File: src/rtl/seq_param_comparator.sv
// Sequential magnitude comparator: walks the operands CHUNK bits per cycle,
// MSB chunk first, and stops at the first chunk that differs.
module seq_param_comparator #(
    parameter int WIDTH = 8,
    parameter int CHUNK = 2
) (
    input  logic             clk,
    input  logic             rst_n,
    input  logic             start,
    input  logic             Signed,
    input  logic [WIDTH-1:0] A,
    input  logic [WIDTH-1:0] B,
    output logic             busy,
    output logic             done,
    output logic             Equal,
    output logic             Greater,
    output logic             Less
);

    localparam int NUM_CHUNKS = WIDTH / CHUNK;
    localparam int IDX_W      = (NUM_CHUNKS > 1) ? $clog2(NUM_CHUNKS) : 1;
    localparam logic [WIDTH-1:0] MSB_MASK = WIDTH'(1) << (WIDTH - 1);

    typedef enum logic [1:0] {
        IDLE,
        RUN,
        DONE
    } state_t;

    state_t             state_q, state_d;
    logic [WIDTH-1:0]   a_q, a_d;
    logic [WIDTH-1:0]   b_q, b_d;
    logic [IDX_W-1:0]   idx_q, idx_d;
    logic               equal_q, equal_d;
    logic               greater_q, greater_d;
    logic               less_q, less_d;
    logic               busy_q, busy_d;
    logic               done_q, done_d;

    logic [WIDTH-1:0]   a_shift, b_shift;
    logic [CHUNK-1:0]   a_chunk, b_chunk;

    // Shifting rather than indexing keeps the select in range for any idx value.
    assign a_shift = a_q >> (CHUNK * idx_q);
    assign b_shift = b_q >> (CHUNK * idx_q);
    assign a_chunk = a_shift[CHUNK-1:0];
    assign b_chunk = b_shift[CHUNK-1:0];

    always_comb begin
        // NOTE: every _d defaults to its _q first so no path leaves a signal unassigned (no latches).
        state_d   = state_q;
        a_d       = a_q;
        b_d       = b_q;
        idx_d     = idx_q;
        equal_d   = equal_q;
        greater_d = greater_q;
        less_d    = less_q;

        unique case (state_q)
            IDLE: begin
                if (start) begin
                    // Offset binary: flipping both MSBs turns a signed compare into an unsigned one.
                    a_d       = A ^ (Signed ? MSB_MASK : '0);
                    b_d       = B ^ (Signed ? MSB_MASK : '0);
                    idx_d     = IDX_W'(NUM_CHUNKS - 1);
                    equal_d   = 1'b0;
                    greater_d = 1'b0;
                    less_d    = 1'b0;
                    state_d   = RUN;
                end
            end
            RUN: begin
                if (a_chunk != b_chunk) begin
                    greater_d = (a_chunk > b_chunk);
                    less_d    = (a_chunk < b_chunk);
                    state_d   = DONE;
                end else if (idx_q == '0) begin
                    equal_d = 1'b1;
                    state_d = DONE;
                end else begin
                    idx_d = idx_q - IDX_W'(1);
                end
            end
            DONE: begin
                state_d = IDLE;
            end
            default: begin
                state_d = IDLE;
            end
        endcase

        busy_d = (state_d == RUN);
        done_d = (state_d == DONE);
    end

    always_ff @(posedge clk or negedge rst_n) begin
        if (!rst_n) begin
            state_q   <= IDLE;
            a_q       <= '0;
            b_q       <= '0;
            idx_q     <= '0;
            equal_q   <= 1'b0;
            greater_q <= 1'b0;
            less_q    <= 1'b0;
            busy_q    <= 1'b0;
            done_q    <= 1'b0;
        end else begin
            // NOTE: non-blocking assignments so every flop samples the pre-edge values.
            state_q   <= state_d;
            a_q       <= a_d;
            b_q       <= b_d;
            idx_q     <= idx_d;
            equal_q   <= equal_d;
            greater_q <= greater_d;
            less_q    <= less_d;
            busy_q    <= busy_d;
            done_q    <= done_d;
        end
    end

    assign busy    = busy_q;
    assign done    = done_q;
    assign Equal   = equal_q;
    assign Greater = greater_q;
    assign Less    = less_q;

endmodule

File: config.mk
export PLATFORM = sky130hd
export DESIGN_NAME = seq_param_comparator
export DESIGN_NICKNAME = d
export VERILOG_FILES = /design/src/rtl/seq_param_comparator.sv
export SDC_FILE = /design/constraint.sdc
export NUM_CORES = 1
export LEC_CHECK = 0
export CORE_AREA = 2 2 67 69
export CTS_CLUSTER_SIZE = 40
export DETAILED_ROUTE_END_ITERATION = 16
export DIE_AREA = 0 0 69 71
export HOLD_SLACK_MARGIN = 0.02
export SLEW_MARGIN = 10
export SYNTH_ARGS = -nofsm -noshare
export SYNTH_HDL_FRONTEND = slang
export SYNTH_SLANG_ARGS = --single-unit
File: constraint.sdc
create_clock -name clk -period 2.1 [get_ports clk]
set_input_delay 0.315 -clock clk [delete_from_list [all_inputs] [get_ports clk]]
set_output_delay 0.315 -clock clk [all_outputs]
set_load 0.01 [all_outputs]
### Word level (Yosys, flattened, before mapping)

Cells that the tools add are included.

| cells by class | value |
|---|---|
| add/subtract/negate cells | 1 |
| order comparisons | 2 |
| equality and inequality tests | 9 |
| shifts and indexed selects | 2 |
| multiplexer cells | 17 |
| bitwise logic cells | 2 |
| reductions and logical operators | 7 |

Operators by type and width:

| cell | number |
|---|---|
| 8-bit by 3-bit right shift with 2-bit output | 2 |
| 8-bit bitwise XOR | 2 |
| 2-bit two-way mux | 6 |
| 2-bit inequality test (second input constant) | 5 |
| 8-bit two-way mux | 1 |
| 2-bit one-hot mux with 2 select lines | 2 |
| 4-bit AND reduction | 2 |
| 1-bit one-hot mux with 2 select lines | 3 |
| 1-bit two-way mux | 5 |
| 2-bit by 1-bit equality test with 1-bit output (second input constant) | 2 |
| 2-bit logical NOT | 2 |
| 3-bit AND reduction | 1 |
| 2-bit equality test (second input constant) | 1 |
| 2-bit > comparator | 1 |
| 2-bit < comparator | 1 |
| 2-bit inequality test | 1 |
| 2-bit AND reduction | 1 |
| 2-bit nonzero test | 1 |
| 2-bit by 1-bit subtractor with 2-bit output (second input constant) | 1 |

| storage, ports and cells | value |
|---|---|
| register bits after elaboration | 25 |
| input port bits | 20 |
| output and inout port bits | 5 |
| word-level logic and storage cells | 49 |

### Logic depth before layout (Yosys ltp)

Gate-level depths: netlist of run 1.

| logic depth | value |
|---|---|
| word-level depth | 5 |
| gate-level depth with buffers | 8 |

### Worst setup path before layout of run 1

Ideal clock, no wire load.

| timing | value |
|---|---|
| path kind | register to register |
| start | reg idx_q[0] |
| end | reg busy_q, in the netlist busy |
| setup time | 0.123 ns |
| arrival | 1.886 ns |
| required time | 1.977 ns |
| slack | 0.091 ns |
| stages on the path, launching flop included | 8 |
| period minus slack after synthesis | 2.009 ns |
| cell sequence | dfrtp_1 buf_2 mux4_2 ha_1 and3b_1 clkbuf_1 mux2i_1 nor2_1 |

| on the way | value |
|---|---|
| longest elaborated chain between the ends | 5 |

Ends and longest elaborated chain:

| element | RTL line | source |
|---|---|---|
| start: declaration | 33 | `logic [IDX_W-1:0] idx_q, idx_d;` |
| start signal: assignment | 112 | `idx_q <= idx_d;` |
| 8-bit by 3-bit right shift with 2-bit output, or another cell as far along | 44 | `assign a_shift = a_q >> (CHUNK * idx_q);` |
| 2-bit inequality test / 2-bit two-way mux (equally long branches) | 73, 77 |  |
| 2-bit two-way mux * | 73 | `if (a_chunk != b_chunk) begin` |
| 2-bit one-hot mux with 2 select lines * | 59 | `unique case (state_q)` |
| 2-bit by 1-bit equality test with 1-bit output * | 92 | `busy_d = (state_d == RUN);` |
| via busy_d | 37 | `logic busy_q, busy_d;` |
| end signal: assignment | 116 | `busy_q <= busy_d;` |
| end: declaration | 37 |  |

The timed path passes the listed nets; every way through them passes the cells marked *.
A chain may end at the register's enable or synchronous reset.

### Worst setup path in the final report of run 1

| timing | value |
|---|---|
| start | reg idx_q[0] |
| end | reg state_q[0] |

| on the way | value |
|---|---|
| longest elaborated chain between the ends | 4 |

Ends and longest elaborated chain:

| element | RTL line | source |
|---|---|---|
| 8-bit by 3-bit right shift with 2-bit output, or another cell as far along | 44 |  |
| 2-bit inequality test / 2-bit two-way mux (equally long branches) | 73, 77 |  |
| 2-bit two-way mux * | 73 |  |
| 2-bit one-hot mux with 2 select lines * | 59 |  |
| via state_d[0] | 30 | `state_t state_q, state_d;` |
| end signal: assignment | 109 | `state_q <= state_d;` |
| end: declaration | 30 |  |

Marked as above.

==> results.toml, run 1 <==
[global_route]
globalRoute.totalOverflow = 0
antenna_found_initial = 0
grt_use_total = 0.0920
grt_pass1_wl_mm = 3.58
grt_max_degree = 26
grt_pass1_vias = 783

[die]
fp.dieH_um = 71
start_util = 0.289
die_w_um = 69
core_area_um2 = 4200
core.rowCount = 24
die_area_um2 = 4900
ios = 25

[clock_network]
cts_max_path_buffers = 2
clkTransAtPathRegs_ns = 0.09
cts.sinks = 25
htreeDepth = 1
tritoncts = "built"
postCtsSetupBuffers = 0
cts_buffers = 3
clkLatencyLatePin_ns = 0.27
root_buffer = "clkbuf_8"

[place]
hpwlAfterDp_mm = 1.59
dpl_cell_area_um2 = 1500
io_buffer_count = 24
routabilityCongestion = 0.789

[drt]
dr_total_vias = 747
dr.pass1.iters = 4
drt_wl_total_mm = 2.06
drtIter0Drc = 17
drc = 0
wire_per_inst_um = 12.3
final_antenna_net_count = 0
vias_per_cell = 4.47

[sta]
fmax_mhz = 507
setup_viol = 0
grt_setup_unrepaired = "no"
finClkSkew_ns = 0.00332
slew_viol_final = 0
max-slew-margin-rel = 0.763
fin_setup_tns_ns = 0
tightest_slew_ns = 0.355
fin_crit_sh = 0.939
finalHoldViolations = 0
min_period_ns = 1.97

[setup_path]
crit_type = "reg2reg"
cp_top_family = "multiplexers"
endpoint_kind = "flip-flop"
slowest_delay_ns = 0.53
critPathRequiredTime_ns = 2.26
crit_chain = "mux4_2 > ha_1 > and3b_2 > mux2i_1 > nor2_1"
cp_data_arrival_time_ns = 2.13
cp_max_fo = 8
critical_path_buf_inv_count = 0
start_kind = "flip-flop"
cp_slowest_cell = "mux4_2"

[finish]
fillers = 432
multi_input_area_um2 = 515
drive_gt1_frac = 0.243
final_nets = 139
stdcell_area_um2 = 1550
diodes = 0
area_growth_pct = 27.7
register_area_um2 = 627

[yosys]
syn_area_um2 = 1210
synth_edf_count = 0
postSynthCellCount = 89
synth_warnings = 0
syn_area_per_cell_um2 = 13.6
synthDistinctLibCells = 27
ys_top_cells_by_count = "25 x dfrtp_1, 8 x mux2_2, 6 x inv_1, 6 x mux2_4"
synthFlopType = "dfrtp_1"
syn_nets = 112
ys_ff_latch = 25
yosysTopAreaCell = "dfrtp_1"
yosysMostFrequentCell = "dfrtp_1"
synth-async-reset-ratio = 1.00
netlist.area_leader.share = 0.515
yosysSeqAreaShare = 0.515
synth.area.top_cells = "dfrtp_1 52%, mux2_2 7.4%, mux2_4 7.4%"

[power]
ir_drop_v = 0.000513
power.density_nw_per_um2 = 1360
p_leak_nw = 0.676

[min_path]
hold_class = "in2async"

[flow_run]
drv_cap = 0

[outcome]
status = "completed"
sequential cells by signal (all words and copies together), names as in the netlist:
| register | cells |
|---|---|
| Less | 1 |
| busy | 1 |
| Greater | 1 |
| Equal | 1 |
| idx_q | 2 |
| b_q | 8 |
| state_q | 2 |
| a_q | 8 |
| done | 1 |
kinds of logic (layout without fill, tap and decap cells):
| family | Yosys count | after routing | share of synthesized area |
|---|---|---|---|
| fa+ha+maj | 3 | 3 | 0.0309 |
| flops | 25 | 25 | 0.515 |
| mux | 19 | 19 | 0.231 |
| compound gates | 12 | 12 | 0.0649 |
| buf+inv | 11 | 37 | 0.0608 |
| simple gates | 17 | 17 | 0.0825 |
| xor+xnor | 2 | 2 | 0.0144 |
worst paths after layout:
| path | depth (start not counted) | slack, ns | endpoint | from |
|---|---|---|---|---|
| setup / recovery | 5 | 0.13 | state_q[0]$_DFF_PN0_ | idx_q[0]$_DFFE_PN0P_ |
| hold / removal | 2 | 0.40 | b_q[5]$_DFFE_PN0P_ | rst_n |
| setup reg to reg | 5 | 0.13 | state_q[0]$_DFF_PN0_ | idx_q[0]$_DFFE_PN0P_ |
| hold reg to reg | 1 | 0.51 | Less$_DFFE_PN0P_ | Less$_DFFE_PN0P_ |
| max in group asynchronous | 2 | 1.44 | idx_q[0]$_DFFE_PN0P_ | rst_n |
| min in group clk | 1 | 0.51 | Less$_DFFE_PN0P_ | Less$_DFFE_PN0P_ |
metrics by stage:
step	instances	setup slack, ns	hold slack, ns	power [mW]	util
global placement	163	0.0637	0.493	1.81	0.357
finish	167	0.128	0.400	2.10	0.369
CTS	167	0.0871	0.411	2.13	0.368
global route	167	0.0210	0.421	2.28	0.369
floorplan	89	0.0911	0.0194	1.58	-
detailed placement	163	0.00339	0.490	1.84	0.357
area by class of cell:
cell class,instances,share of cell area
inverters,6,0.0145
repair buffers,27,0.178
multi-input cells,53,0.333
clock buffers,4,0.0291
flip-flops and latches,25,0.404
well taps,52,0.0420
report_power, final:
group          total (mW)  switching, mW  leakage, nW  internal, mW
clock network       0.285          0.149       0.0228         0.136
registers           0.857          0.155        0.296         0.702
logic               0.963          0.383        0.357         0.580
total                2.10          0.687        0.676          1.42
layout by cell type (no fill, tap or decap):
cell type        synthesis  final
buf_4                    0      2
nand2_1                  4      4
clkdlybuf4s50_1          0     24
a32o_1                   1      1
a21oi_1                  3      3
and3b_2                  0      1
mux2i_1                  1      1
clkbuf_8                 0      3
o2bb2ai_1                1      1
dfrtp_1                 25     24
nor2b_1                  3      3
xnor2_1                  2      2
ha_1                     3      3
nor2_1                   4      4
and4b_1                  1      1
mux2_4                   6      6
buf_12                   1      1
mux4_2                   4      4
a31oi_1                  2      2
nand3_1                  1      1
o21ai_0                  2      2
nor3b_2                  1      1
dfrtp_2                  0      1
or2b_1                   2      2
o21ba_2                  1      1
inv_1                    6      6
clkbuf_1                 1      1
mux2_2                   8      8
o22ai_1                  2      2
worst reg2reg max path, stage by stage (launching register included):
cell,delay (ns)
dfrtp_2,0.48
mux4_2,0.53
ha_1,0.33
and3b_2,0.27
mux2i_1,0.19
nor2_1,0.06
per-layer routing:
| layer | global-route usage | part of all wire |
|---|---|---|
| met1 | 0.117 | 0.45 |
| met2 | 0.151 | 0.50 |
| met3 | 0.0171 | 0.033 |
| met4 | 0.0458 | 0.017 |
| met5 | 0 | 0 |
repair_timing:
action                                  in CTS  in global routing
endpoints found under the setup margin       3                  3
resized for setup                            1                  1
pin swaps                                    0                  0
hold buffers                                 0                  0
hold endpoints to repair                     0                  0
(Power assumes the default switching activity.)
==> run 2, diff against run 1 <==
--- a/config.mk
+++ b/config.mk
@@ -5,10 +5,10 @@
 export SDC_FILE = /design/constraint.sdc
 export NUM_CORES = 1
 export LEC_CHECK = 0
-export CORE_AREA = 2 2 67 69
-export CTS_CLUSTER_SIZE = 40
+export CORE_AREA = 5 5 70 72
+export CTS_CLUSTER_SIZE = 16
 export DETAILED_ROUTE_END_ITERATION = 16
-export DIE_AREA = 0 0 69 71
+export DIE_AREA = 0 0 75 77
 export HOLD_SLACK_MARGIN = 0.02
 export SLEW_MARGIN = 10
 export SYNTH_ARGS = -nofsm -noshare
==> run 2 against run 1 <==
  * Via count increased by 7.5%
  * Cell count increased by 0.60%
  * Sequential power about the same
  * Register-to-register slack improved by 0.02 ns
  * Design area increased by 0.73%
  * Critical path type unchanged
  * Largest power group unchanged
==> results.toml, run 2 (synthesis gave the netlist of run 1 again) <==
[power]
p_leak_nw = 0.680
power.density_nw_per_um2 = 1370
ir_drop_v = 0.000426

[sta]
finClkSkew_ns = 0.00141
grt_setup_unrepaired = "no"
max-slew-margin-rel = 0.745
fin_crit_sh = 0.928
worst_hold_slack_ns = 0.406
finalHoldViolations = 0
min_period_ns = 1.95
tightest_slew_ns = 0.381
slew_viol_final = 0
fmax_mhz = 513
setup_viol = 0
fin_setup_tns_ns = 0

[clock_network]
htreeDepth = 1
cts_buffers = 3
cts_max_path_buffers = 2
postCtsHoldBufs = 0
clkTransAtPathRegs_ns = 0.08
root_buffer = "clkbuf_8"
clkLatencyLatePin_ns = 0.26
tritoncts = "built"
cts.sinks = 25

[place]
hpwlAfterDp_mm = 1.72
routabilityCongestion = 0.794
io_buffer_count = 24
placedCellCount = 163

[finish]
drive_gt1_frac = 0.259
multi_input_area_um2 = 519
final_nets = 140
layout.cells.non_filler = 168
area_growth_pct = 28.7
diodes = 0
final_cell_mix = "24 x dfrtp_1, 24 x clkdlybuf4s50_1, 8 x mux2_2, 6 x inv_1, 6 x mux2_4"
fillers = 419
top_regs = "a_q: 8 flops, b_q: 8 flops"
register_area_um2 = 627
fin_util = 0.369

[drt]
drc = 0
dr_total_vias = 803
final_antenna_net_count = 0
drtIter0Drc = 45
wire_per_inst_um = 13.1
drt_wl_total_mm = 2.20
dr.pass1.iters = 4
vias_per_cell = 4.78

[global_route]
grt_max_degree = 26
grt_use_total = 0.0836
grt_pass1_wl_mm = 3.82
grt_pass1_vias = 867
antenna_found_initial = 0
globalRoute.totalOverflow = 0

[outcome]
status = "completed"

[setup_path]
crit_type = "reg2reg"
critPathRequiredTime_ns = 2.25
start_kind = "flip-flop"
endpoint_kind = "flip-flop"
r2r_cells = 6
cp_data_arrival_time_ns = 2.10
cp_max_fo = 7

[min_path]
hold_class = "in2async"

[die]
ios = 25
core.rowCount = 24
die_area_um2 = 5780
start_util = 0.287
core_area_um2 = 4230
fp.dieH_um = 77
die_w_um = 75

[flow_run]
drv_cap = 0
-- run 2: changes by cell type in the layout (fill, tap and decap cells not counted) --
cell	change
mux2i_2	+1
mux2i_1	-1
buf_4	+1
-- run 2: metrics by stage --
stage          area, um^2  worst slack (ns)  total power, mW
6_report             1560             0.151             2.14
2_1_floorplan        1210            0.0911             1.58
5_1_grt              1560            0.0182             2.32
3_3_place_gp         1500            0.0564             1.81
3_5_place_dp         1500            0.0158             1.85
4_1_cts              1550           0.00802             2.13
-- run 2: area by class of cell --
class,instances,area share
Sequential cell,25,0.401
Multi-Input combinational cell,53,0.333
Tap cell,52,0.0417
Inverter,6,0.0144
Clock buffer,4,0.0288
Timing Repair Buffer,28,0.181
-- run 2: path summary, 6_finish.rpt --
path / startpoint / to / slack, ns
max in group asynchronous: rst_n / idx_q[0]$_DFFE_PN0P_ / 1.43
worst min-delay path: rst_n / b_q[3]$_DFFE_PN0P_ / 0.41
worst min register to register: b_q[5]$_DFFE_PN0P_ / b_q[5]$_DFFE_PN0P_ / 0.51
worst max register to register: idx_q[0]$_DFFE_PN0P_ / state_q[0]$_DFF_PN0_ / 0.15
worst max-delay path: idx_q[0]$_DFFE_PN0P_ / state_q[0]$_DFF_PN0_ / 0.15
min in group clk: b_q[5]$_DFFE_PN0P_ / b_q[5]$_DFFE_PN0P_ / 0.51
-- run 2: report_power, final --
part	switching, mW	internal [mW]	total (mW)
registers	0.154	0.702	0.856
logic	0.402	0.597	0.999
clock network	0.145	0.135	0.281
-- run 2: repair_timing --
action / in CTS / in global routing
setup endpoints to repair: 0 / 7
resized for setup: 0 / 3
setup buffers: 0 / 1
-- run 2: metal layers --
layer / vias up / part of all wire / GRT usage
met2: 22 / 0.50 / 0.135
met4: 0 / 0.0091 / 0.0214
met1: 409 / 0.43 / 0.109
met5: - / 0 / 0
li1: 367 / - / -
met3: 5 / 0.055 / 0.0222
-- run 2: worst max-delay path, cell delays in order, from the launching register on --
cell and delay (ns):
dfrtp_2 0.47, mux4_2 0.52, inv_1 0.08, ha_1 0.27
and3b_2 0.27, mux2i_2 0.17, nor2_1 0.06
==> run 3, diff against run 2 <==
--- a/config.mk
+++ b/config.mk
@@ -6,6 +6,7 @@
 export NUM_CORES = 1
 export LEC_CHECK = 0
 export CORE_AREA = 5 5 70 72
+export CTS_CLUSTER_DIAMETER = 120
 export CTS_CLUSTER_SIZE = 16
 export DETAILED_ROUTE_END_ITERATION = 16
 export DIE_AREA = 0 0 75 77
==> results of run 3 <==
No change in the layout: final DEF, timing and power equal those of run 2.
